File: src/rtl/k2_fetch_decode_if.sv
// K2 fetch/decode bundle: PC link, program-load port, run control and decoded datapath controls.
// master = surrounding core/loader side, slave = k2_fetch_decode.
interface k2_fetch_decode_if #(
    parameter int N          = 8,
    parameter int INSTR_BITS = 4
);
    logic [INSTR_BITS-1:0] counter;
    logic                  prog_we;
    logic [INSTR_BITS-1:0] prog_addr;
    logic [7:0]            prog_data;
    logic                  run_start;
    logic                  alu_carry;
    logic                  jump;
    logic [2:0]            jump_imm;
    logic                  load_a;
    logic                  load_b;
    logic                  load_out;
    logic                  sel_imm;
    logic                  alu_sub;
    logic [N-1:0]          imm;
    logic                  running;
    logic                  carry_flag;

    modport master (
        output counter, prog_we, prog_addr, prog_data, run_start, alu_carry,
        input  jump, jump_imm, load_a, load_b, load_out, sel_imm, alu_sub, imm,
               running, carry_flag
    );

    modport slave (
        input  counter, prog_we, prog_addr, prog_data, run_start, alu_carry,
        output jump, jump_imm, load_a, load_b, load_out, sel_imm, alu_sub, imm,
               running, carry_flag
    );
endinterface

File: src/rtl/k2_fetch_decode.sv
// K2 fetch/decode stage: program store, instruction register, LOAD/START/RUN sequencer, decoder.
// Optional feature macro: K2_COND_JUMP_EN (JC honoured, carry flag register present).
module k2_fetch_decode #(
    parameter int N            = 8,
    parameter int INSTRUCTIONS = 9,
    parameter int INSTR_BITS   = $clog2(INSTRUCTIONS)
) (
    input logic              clk,
    input logic              reset,
    k2_fetch_decode_if.slave bus
);
    localparam logic [7:0]            NOP   = 8'h00;
    localparam logic [INSTR_BITS:0]   DEPTH = (INSTR_BITS + 1)'(INSTRUCTIONS);

    typedef enum logic [1:0] {
        ST_LOAD  = 2'd0,
        ST_START = 2'd1,
        ST_RUN   = 2'd2
    } state_t;

    state_t       state_r;
    state_t       state_s;
    logic [7:0]   store_r [INSTRUCTIONS];
    logic [7:0]   ir_r;
    logic [7:0]   fetch_s;
    logic         wr_ok_s;
    logic         rd_ok_s;
    logic         cond_ok_s;
    logic         alu_op_s;
    logic         jump_s;
    logic [2:0]   jump_imm_s;
    logic         load_a_s;
    logic         load_b_s;
    logic         load_out_s;
    logic         sel_imm_s;
    logic         alu_sub_s;
    logic [N-1:0] imm_s;

    assign wr_ok_s = ({1'b0, bus.prog_addr} < DEPTH);
    assign rd_ok_s = ({1'b0, bus.counter} < DEPTH);

    // State register.
    always_ff @(posedge clk) begin
        if (!reset) begin
            state_r <= ST_LOAD;
        end else begin
            state_r <= state_s;
        end
    end

    // Next state: LOAD waits for run_start, START lasts one cycle, RUN is left only by reset.
    always_comb begin
        state_s = state_r;
        case (state_r)
            ST_LOAD: begin
                if (bus.run_start) begin
                    state_s = ST_START;
                end else begin
                    state_s = ST_LOAD;
                end
            end
            ST_START: state_s = ST_RUN;
            ST_RUN:   state_s = ST_RUN;
            default:  state_s = ST_LOAD;
        endcase
    end

    // Program store: cleared by reset, writable only while loading.
    always_ff @(posedge clk) begin
        if (!reset) begin
            for (int i = 0; i < INSTRUCTIONS; i++) begin
                store_r[i] <= NOP;
            end
        end else if ((state_r == ST_LOAD) && bus.prog_we && wr_ok_s) begin
            store_r[bus.prog_addr] <= bus.prog_data;
        end else begin
            store_r <= store_r;
        end
    end

    // Fetch select: a taken jump squashes the wrong-path word already addressed by the PC.
    always_comb begin
        fetch_s = NOP;
        if ((state_r == ST_RUN) && !jump_s && rd_ok_s) begin
            fetch_s = store_r[bus.counter];
        end else begin
            fetch_s = NOP;
        end
    end

    // Instruction register.
    always_ff @(posedge clk) begin
        if (!reset) begin
            ir_r <= NOP;
        end else begin
            ir_r <= fetch_s;
        end
    end

    // Decoder: everything is quiet outside RUN except the START jump to address 0.
    always_comb begin
        jump_s     = 1'b0;
        jump_imm_s = 3'd0;
        load_a_s   = 1'b0;
        load_b_s   = 1'b0;
        load_out_s = 1'b0;
        sel_imm_s  = 1'b0;
        alu_sub_s  = 1'b0;
        imm_s      = {N{1'b0}};
        alu_op_s   = 1'b0;
        if (state_r == ST_RUN) begin
            case (ir_r[7:6])
                2'b11: begin
                    if ((ir_r[4:3] == 2'b00) && cond_ok_s) begin
                        jump_s     = 1'b1;
                        jump_imm_s = ir_r[2:0];
                    end else begin
                        jump_s     = 1'b0;
                    end
                end
                2'b10: begin
                    if (ir_r[4] == 1'b0) begin
                        load_a_s  = ~ir_r[5];
                        load_b_s  = ir_r[5];
                        sel_imm_s = 1'b1;
                        imm_s     = {{(N - 4){1'b0}}, ir_r[3:0]};
                    end else begin
                        sel_imm_s = 1'b0;
                    end
                end
                2'b01: begin
                    if (ir_r[3:0] == 4'h0) begin
                        load_a_s  = ~ir_r[5];
                        load_b_s  = ir_r[5];
                        alu_sub_s = ir_r[4];
                        alu_op_s  = 1'b1;
                    end else begin
                        alu_op_s  = 1'b0;
                    end
                end
                default: begin
                    load_out_s = (ir_r == 8'h20);
                end
            endcase
        end else if (state_r == ST_START) begin
            jump_s     = 1'b1;
            jump_imm_s = 3'd0;
        end else begin
            jump_s     = 1'b0;
        end
    end

`ifdef K2_COND_JUMP_EN
    logic carry_r;

    // Carry flag: captured at the end of every ADD/SUB so a following JC sees it directly.
    always_ff @(posedge clk) begin
        if (!reset) begin
            carry_r <= 1'b0;
        end else if (alu_op_s) begin
            carry_r <= bus.alu_carry;
        end else begin
            carry_r <= carry_r;
        end
    end

    assign cond_ok_s      = ~ir_r[5] | carry_r;
    assign bus.carry_flag = carry_r;
`else
    logic [1:0] unused_s;

    assign unused_s       = {bus.alu_carry, alu_op_s};
    assign cond_ok_s      = 1'b1;
    assign bus.carry_flag = 1'b0;
`endif

    assign bus.jump     = jump_s;
    assign bus.jump_imm = jump_imm_s;
    assign bus.load_a   = load_a_s;
    assign bus.load_b   = load_b_s;
    assign bus.load_out = load_out_s;
    assign bus.sel_imm  = sel_imm_s;
    assign bus.alu_sub  = alu_sub_s;
    assign bus.imm      = imm_s;
    assign bus.running  = (state_r == ST_RUN);
endmodule

File: src/flat_wrapper.sv
// flat-port wrapper written by rule: the top's interface ports become plain ports
module k2_fetch_decode_flat 
#(
    parameter int N            = 8,
    parameter int INSTRUCTIONS = 9,
    parameter int INSTR_BITS   = $clog2(INSTRUCTIONS)
)
  (clk, reset, bus_counter, bus_prog_we, bus_prog_addr, bus_prog_data, bus_run_start, bus_alu_carry, bus_jump, bus_jump_imm, bus_load_a, bus_load_b, bus_load_out, bus_sel_imm, bus_alu_sub, bus_imm, bus_running, bus_carry_flag);
  k2_fetch_decode_if #(.N(N), .INSTR_BITS(INSTR_BITS)) bus_i ();
  input logic clk;
  input logic reset;
  input wire logic [$bits(bus_i.counter)-1:0] bus_counter;
  input wire logic [$bits(bus_i.prog_we)-1:0] bus_prog_we;
  input wire logic [$bits(bus_i.prog_addr)-1:0] bus_prog_addr;
  input wire logic [$bits(bus_i.prog_data)-1:0] bus_prog_data;
  input wire logic [$bits(bus_i.run_start)-1:0] bus_run_start;
  input wire logic [$bits(bus_i.alu_carry)-1:0] bus_alu_carry;
  output wire logic [$bits(bus_i.jump)-1:0] bus_jump;
  output wire logic [$bits(bus_i.jump_imm)-1:0] bus_jump_imm;
  output wire logic [$bits(bus_i.load_a)-1:0] bus_load_a;
  output wire logic [$bits(bus_i.load_b)-1:0] bus_load_b;
  output wire logic [$bits(bus_i.load_out)-1:0] bus_load_out;
  output wire logic [$bits(bus_i.sel_imm)-1:0] bus_sel_imm;
  output wire logic [$bits(bus_i.alu_sub)-1:0] bus_alu_sub;
  output wire logic [$bits(bus_i.imm)-1:0] bus_imm;
  output wire logic [$bits(bus_i.running)-1:0] bus_running;
  output wire logic [$bits(bus_i.carry_flag)-1:0] bus_carry_flag;
  assign bus_i.counter = bus_counter;
  assign bus_i.prog_we = bus_prog_we;
  assign bus_i.prog_addr = bus_prog_addr;
  assign bus_i.prog_data = bus_prog_data;
  assign bus_i.run_start = bus_run_start;
  assign bus_i.alu_carry = bus_alu_carry;
  assign bus_jump = bus_i.jump;
  assign bus_jump_imm = bus_i.jump_imm;
  assign bus_load_a = bus_i.load_a;
  assign bus_load_b = bus_i.load_b;
  assign bus_load_out = bus_i.load_out;
  assign bus_sel_imm = bus_i.sel_imm;
  assign bus_alu_sub = bus_i.alu_sub;
  assign bus_imm = bus_i.imm;
  assign bus_running = bus_i.running;
  assign bus_carry_flag = bus_i.carry_flag;
  k2_fetch_decode #(.N(N), .INSTRUCTIONS(INSTRUCTIONS), .INSTR_BITS(INSTR_BITS)) u_core (.clk(clk), .reset(reset), .bus(bus_i));
endmodule
File: config.mk
export PLATFORM = sky130hd
export DESIGN_NAME = k2_fetch_decode_flat
export DESIGN_NICKNAME = d
export VERILOG_FILES = /design/src/rtl/k2_fetch_decode_if.sv /design/src/rtl/k2_fetch_decode.sv /design/src/flat_wrapper.sv
export SDC_FILE = /design/constraint.sdc
export NUM_CORES = 1
export LEC_CHECK = 0
export BUFFER_PORTS_ARGS = -buffer_cell sky130_fd_sc_hd__buf_2
export CAP_MARGIN = 10
export CORE_UTILIZATION = 56
export CTS_CLUSTER_SIZE = 10
export DETAILED_ROUTE_END_ITERATION = 10
export GPL_ROUTABILITY_DRIVEN = 0
export HOLD_SLACK_MARGIN = 0.15
export PLACE_DENSITY_LB_ADDON = 0.25
export SETUP_SLACK_MARGIN = 0.05
export SLEW_MARGIN = 20
export SYNTH_ARGS = -nofsm -noshare
export SYNTH_HDL_FRONTEND = slang
export SYNTH_SLANG_ARGS = --single-unit
File: constraint.sdc
create_clock -name clk -period 2.2 [get_ports clk]
set_clock_uncertainty 0.1 [all_clocks]
set_input_delay 0.44 -clock clk [delete_from_list [all_inputs] [get_ports clk]]
set_output_delay 0.44 -clock clk [all_outputs]
set_load 0.005 [all_outputs]
==> impl_metrics.ini <==
[setup_path]
worstReg2RegStart = u_core.state_r[1]
r2r-end = u_core.store_r[52]
crit_fanout = 4
end_kind = output pin
critPathKind = reg -> out
ff2ff_path_depth = 6
startpoint_type = flip-flop
required_ps = 1660
arrival_ps = 1530
r2r_setup_slack_ps = 380

[routing]
dr_total_vias = 3735
drtPass1Iterations = 5
vias_per_cell = 6.385
drtAntennaViolNets = 0
remaining_drc_errors = 0
drt-total-wl_mm = 11.26
wl_per_cell_um = 19.24
first_iter_violations = 463

[cells_and_area]
drive_gt1_share_pct = 18.72
num-fill-cells = 643
syn_to_final_growth_pct = 10.02
nets = 510
fin_cells = 585
diodes = 0

[run]
max_cap_viol_count = 0

[floorplanning]
num_io_pins = 40
fp.dieW_um = 89.07
core_sq_mm = 0.007292
die-area_sq_mm = 0.007933
start_util_pct = 58.22
rows = 31
die_h_um = 89.07

[cts]
clock_path_buffers = 2
cts-buffers-inserted = 9
cts_root_buf = clkbuf_8
clk_pin_slew_ps = 90
h-tree-depth = 3
clock-sinks = 82
cts_tree = done
clock_latency_ps = 360

[placed_design]
dp_hpwl_mm = 6.934
io_buffers = 33
placedCellCount = 567

[pwr]
p_comb_share_pct = 10.8
p_switching_mw = 0.8041
power_density_mw_per_mm2 = 681.1
worst_ir_drop_vdd_mv = 0.7841
p_seq_share_pct = 47.6
p_leak_nw = 1.657
swShare_pct = 25.28
p_int_mw = 2.377
p_clk_share_pct = 41.7

[sta]
final.setup.tns_ps = 0
min_period_ps = 2072
period_share_pct = 94.17
slew_headroom_pct = 49.93
tightest_slew_ps = 751.0
slew_violations = 0
hold-worst-slack_ps = 251.1
max_freq_ghz = 0.4827
finalHoldViolCount = 0
setup_viol = 0
rsz0062_at_grt = yes

[global_route]
antenna_found_initial = 0
first_global_vias = 3513
track_usage_pct = 30.53
grt_max_degree = 39
overflow = 0
grt_pass1_wl_mm = 17.93

[synthesis]
yosysMostFrequentCell = dfxtp_1
yosysWarnings = 0
synth_top_family_by_area = compound AO/OA/AOI/OAI gates
synth_enable_flop_cells = 0
synth_simple_gate_area_share_pct = 16.50
synth_cells = 471
syn_area_sq_mm = 0.004245
synth.cells.most_frequent = 82 x dfxtp_1, 73 x o21ai_0, 72 x nand3_1
synth_compound_area_share_pct = 26.35
syn_area_per_cell_sq_um = 9.013
synth_top_cell_by_area = dfxtp_1
ys_types = 43
yosys-top-cells-area = dfxtp_1 39%, a21boi_0 9.4%, o21ai_0 8.6%, nand3_1 8.5%, mux4_2 4.2%
synthAdderAreaFrac_pct = 2.358
ys_seq_area_share_pct = 38.67
synth_xor_area_share_pct = 0
yosysTopAreaCellShare_pct = 38.67
synth_seq_cells = 82
ys.flop_type = dfxtp_1
synth_mux_area_share_pct = 8.017
async_reset_ff_share_pct = 0

[worst_hold_path]
worstHoldStart = bus_run_start
holdPathStages = 2
hold_class = in -> reg
min_delay_worst_endpoint = u_core.state_r[0]

[outcome]
status = finished, final reports clean
[power by group through the flow]
| stage | registers [mW] | logic (mW) | clock network [mW] |
|---|---|---|---|
| floorplan | 1.54 | 0.237 | 0 |
| global placement | 1.55 | 0.323 | 0 |
| detailed placement | 1.55 | 0.329 | 0 |
| CTS | 1.51 | 0.335 | 1.33 |
| global route | 1.52 | 0.367 | 1.39 |
| finish | 1.51 | 0.342 | 1.33 |
[metrics by stage]
step / worst slack, ps / utilization (%) / area (sq um) / total power, mW
2_1_floorplan: 451.0 / - / 4260 / 1.782
3_3_place_gp: 164.9 / 60.24 / 4393 / 1.870
3_5_place_dp: 170.0 / 60.24 / 4393 / 1.877
4_1_cts: 66.92 / 63.78 / 4651 / 3.178
5_1_grt: 30.86 / 64.05 / 4671 / 3.274
6_report: 128.2 / 64.05 / 4671 / 3.181
[critical path: stages, from the launching register on]
cell and delay [ps]:
dfxtp_1 350, nor4_2 350, a21oi_1 130, nor3b_1 200
buf_2 140
[layout make-up]
cell class / instances / area (sq um) / area share, %
Inverter: 5 / 18.77 / 0.4018
Clock buffer: 9 / 123.9 / 2.652
Multi-Input combinational cell: 328 / 2312 / 49.50
Sequential cell: 82 / 1644 / 35.20
Clock inverter: 7 / 117.6 / 2.518
Timing Repair Buffer: 55 / 330.3 / 7.072
Tap cell: 99 / 123.9 / 2.652
[registers in the layout, summed over array words and instances (netlist names)]
signal and count:
u_core.ir_r 8, u_core.store_r 72, u_core.state_r 2
[worst max path at each step]
| stage | start | slack, ps | to | cells past startpoint |
|---|---|---|---|---|
| after CTS | u_core.ir_r[3] | 70 | bus_load_b | 4 |
| after global placement | bus_counter[0] | 160 | u_core.ir_r[0] | 5 |
| after detailed placement | bus_counter[0] | 170 | u_core.ir_r[6] | 4 |
| final | u_core.ir_r[3] | 130 | bus_load_b | 4 |
| after global routing | u_core.ir_r[3] | 30 | bus_load_b | 4 |
| after floorplan | u_core.state_r[0] | 450 | bus_jump_imm[0] | 5 |
[timing repair]
action	4_1_cts	5_1_grt
setup buffers	1	1
hold buffers	0	0
endpoints found under the setup margin	4	5
pin swaps	0	1
resized for setup	3	4
[cells in the final DEF (no fill, tap or decap), types with 4 or more instances in the layout]
cell type and instances:
o21ai_0 73, ha_1 6, buf_4 22, a211oi_1 16
nand2_1 10, dfxtp_1 80, a221o_1 8, mux2i_1 16
a21boi_0 53, mux4_2 8, buf_2 33, clkbuf_8 9
and2_1 5, nand3_1 72, inv_1 5, a21boi_1 19
conb_1 5, and3_1 4
[cells by family after synthesis]
logic type / after synthesis
DFF: 82
adders and majority gates: 8
AOI/OAI and AO/OA: 171
other: 1
buffers and inverters: 65
and+or+nand+nor: 120
muxes: 24
[routing by layer]
| metal | track usage (%) | vias to the layer above | wire [um] |
|---|---|---|---|
| li1 | - | 1728 | - |
| met1 | 41.68 | 1833 | 4973 |
| met2 | 50.21 | 164 | 5405 |
| met3 | 5.263 | 10 | 765 |
| met4 | 8.658 | 0 | 112 |
| met5 | 0 | - | 0 |
Power figures use the tool's default switching activity.
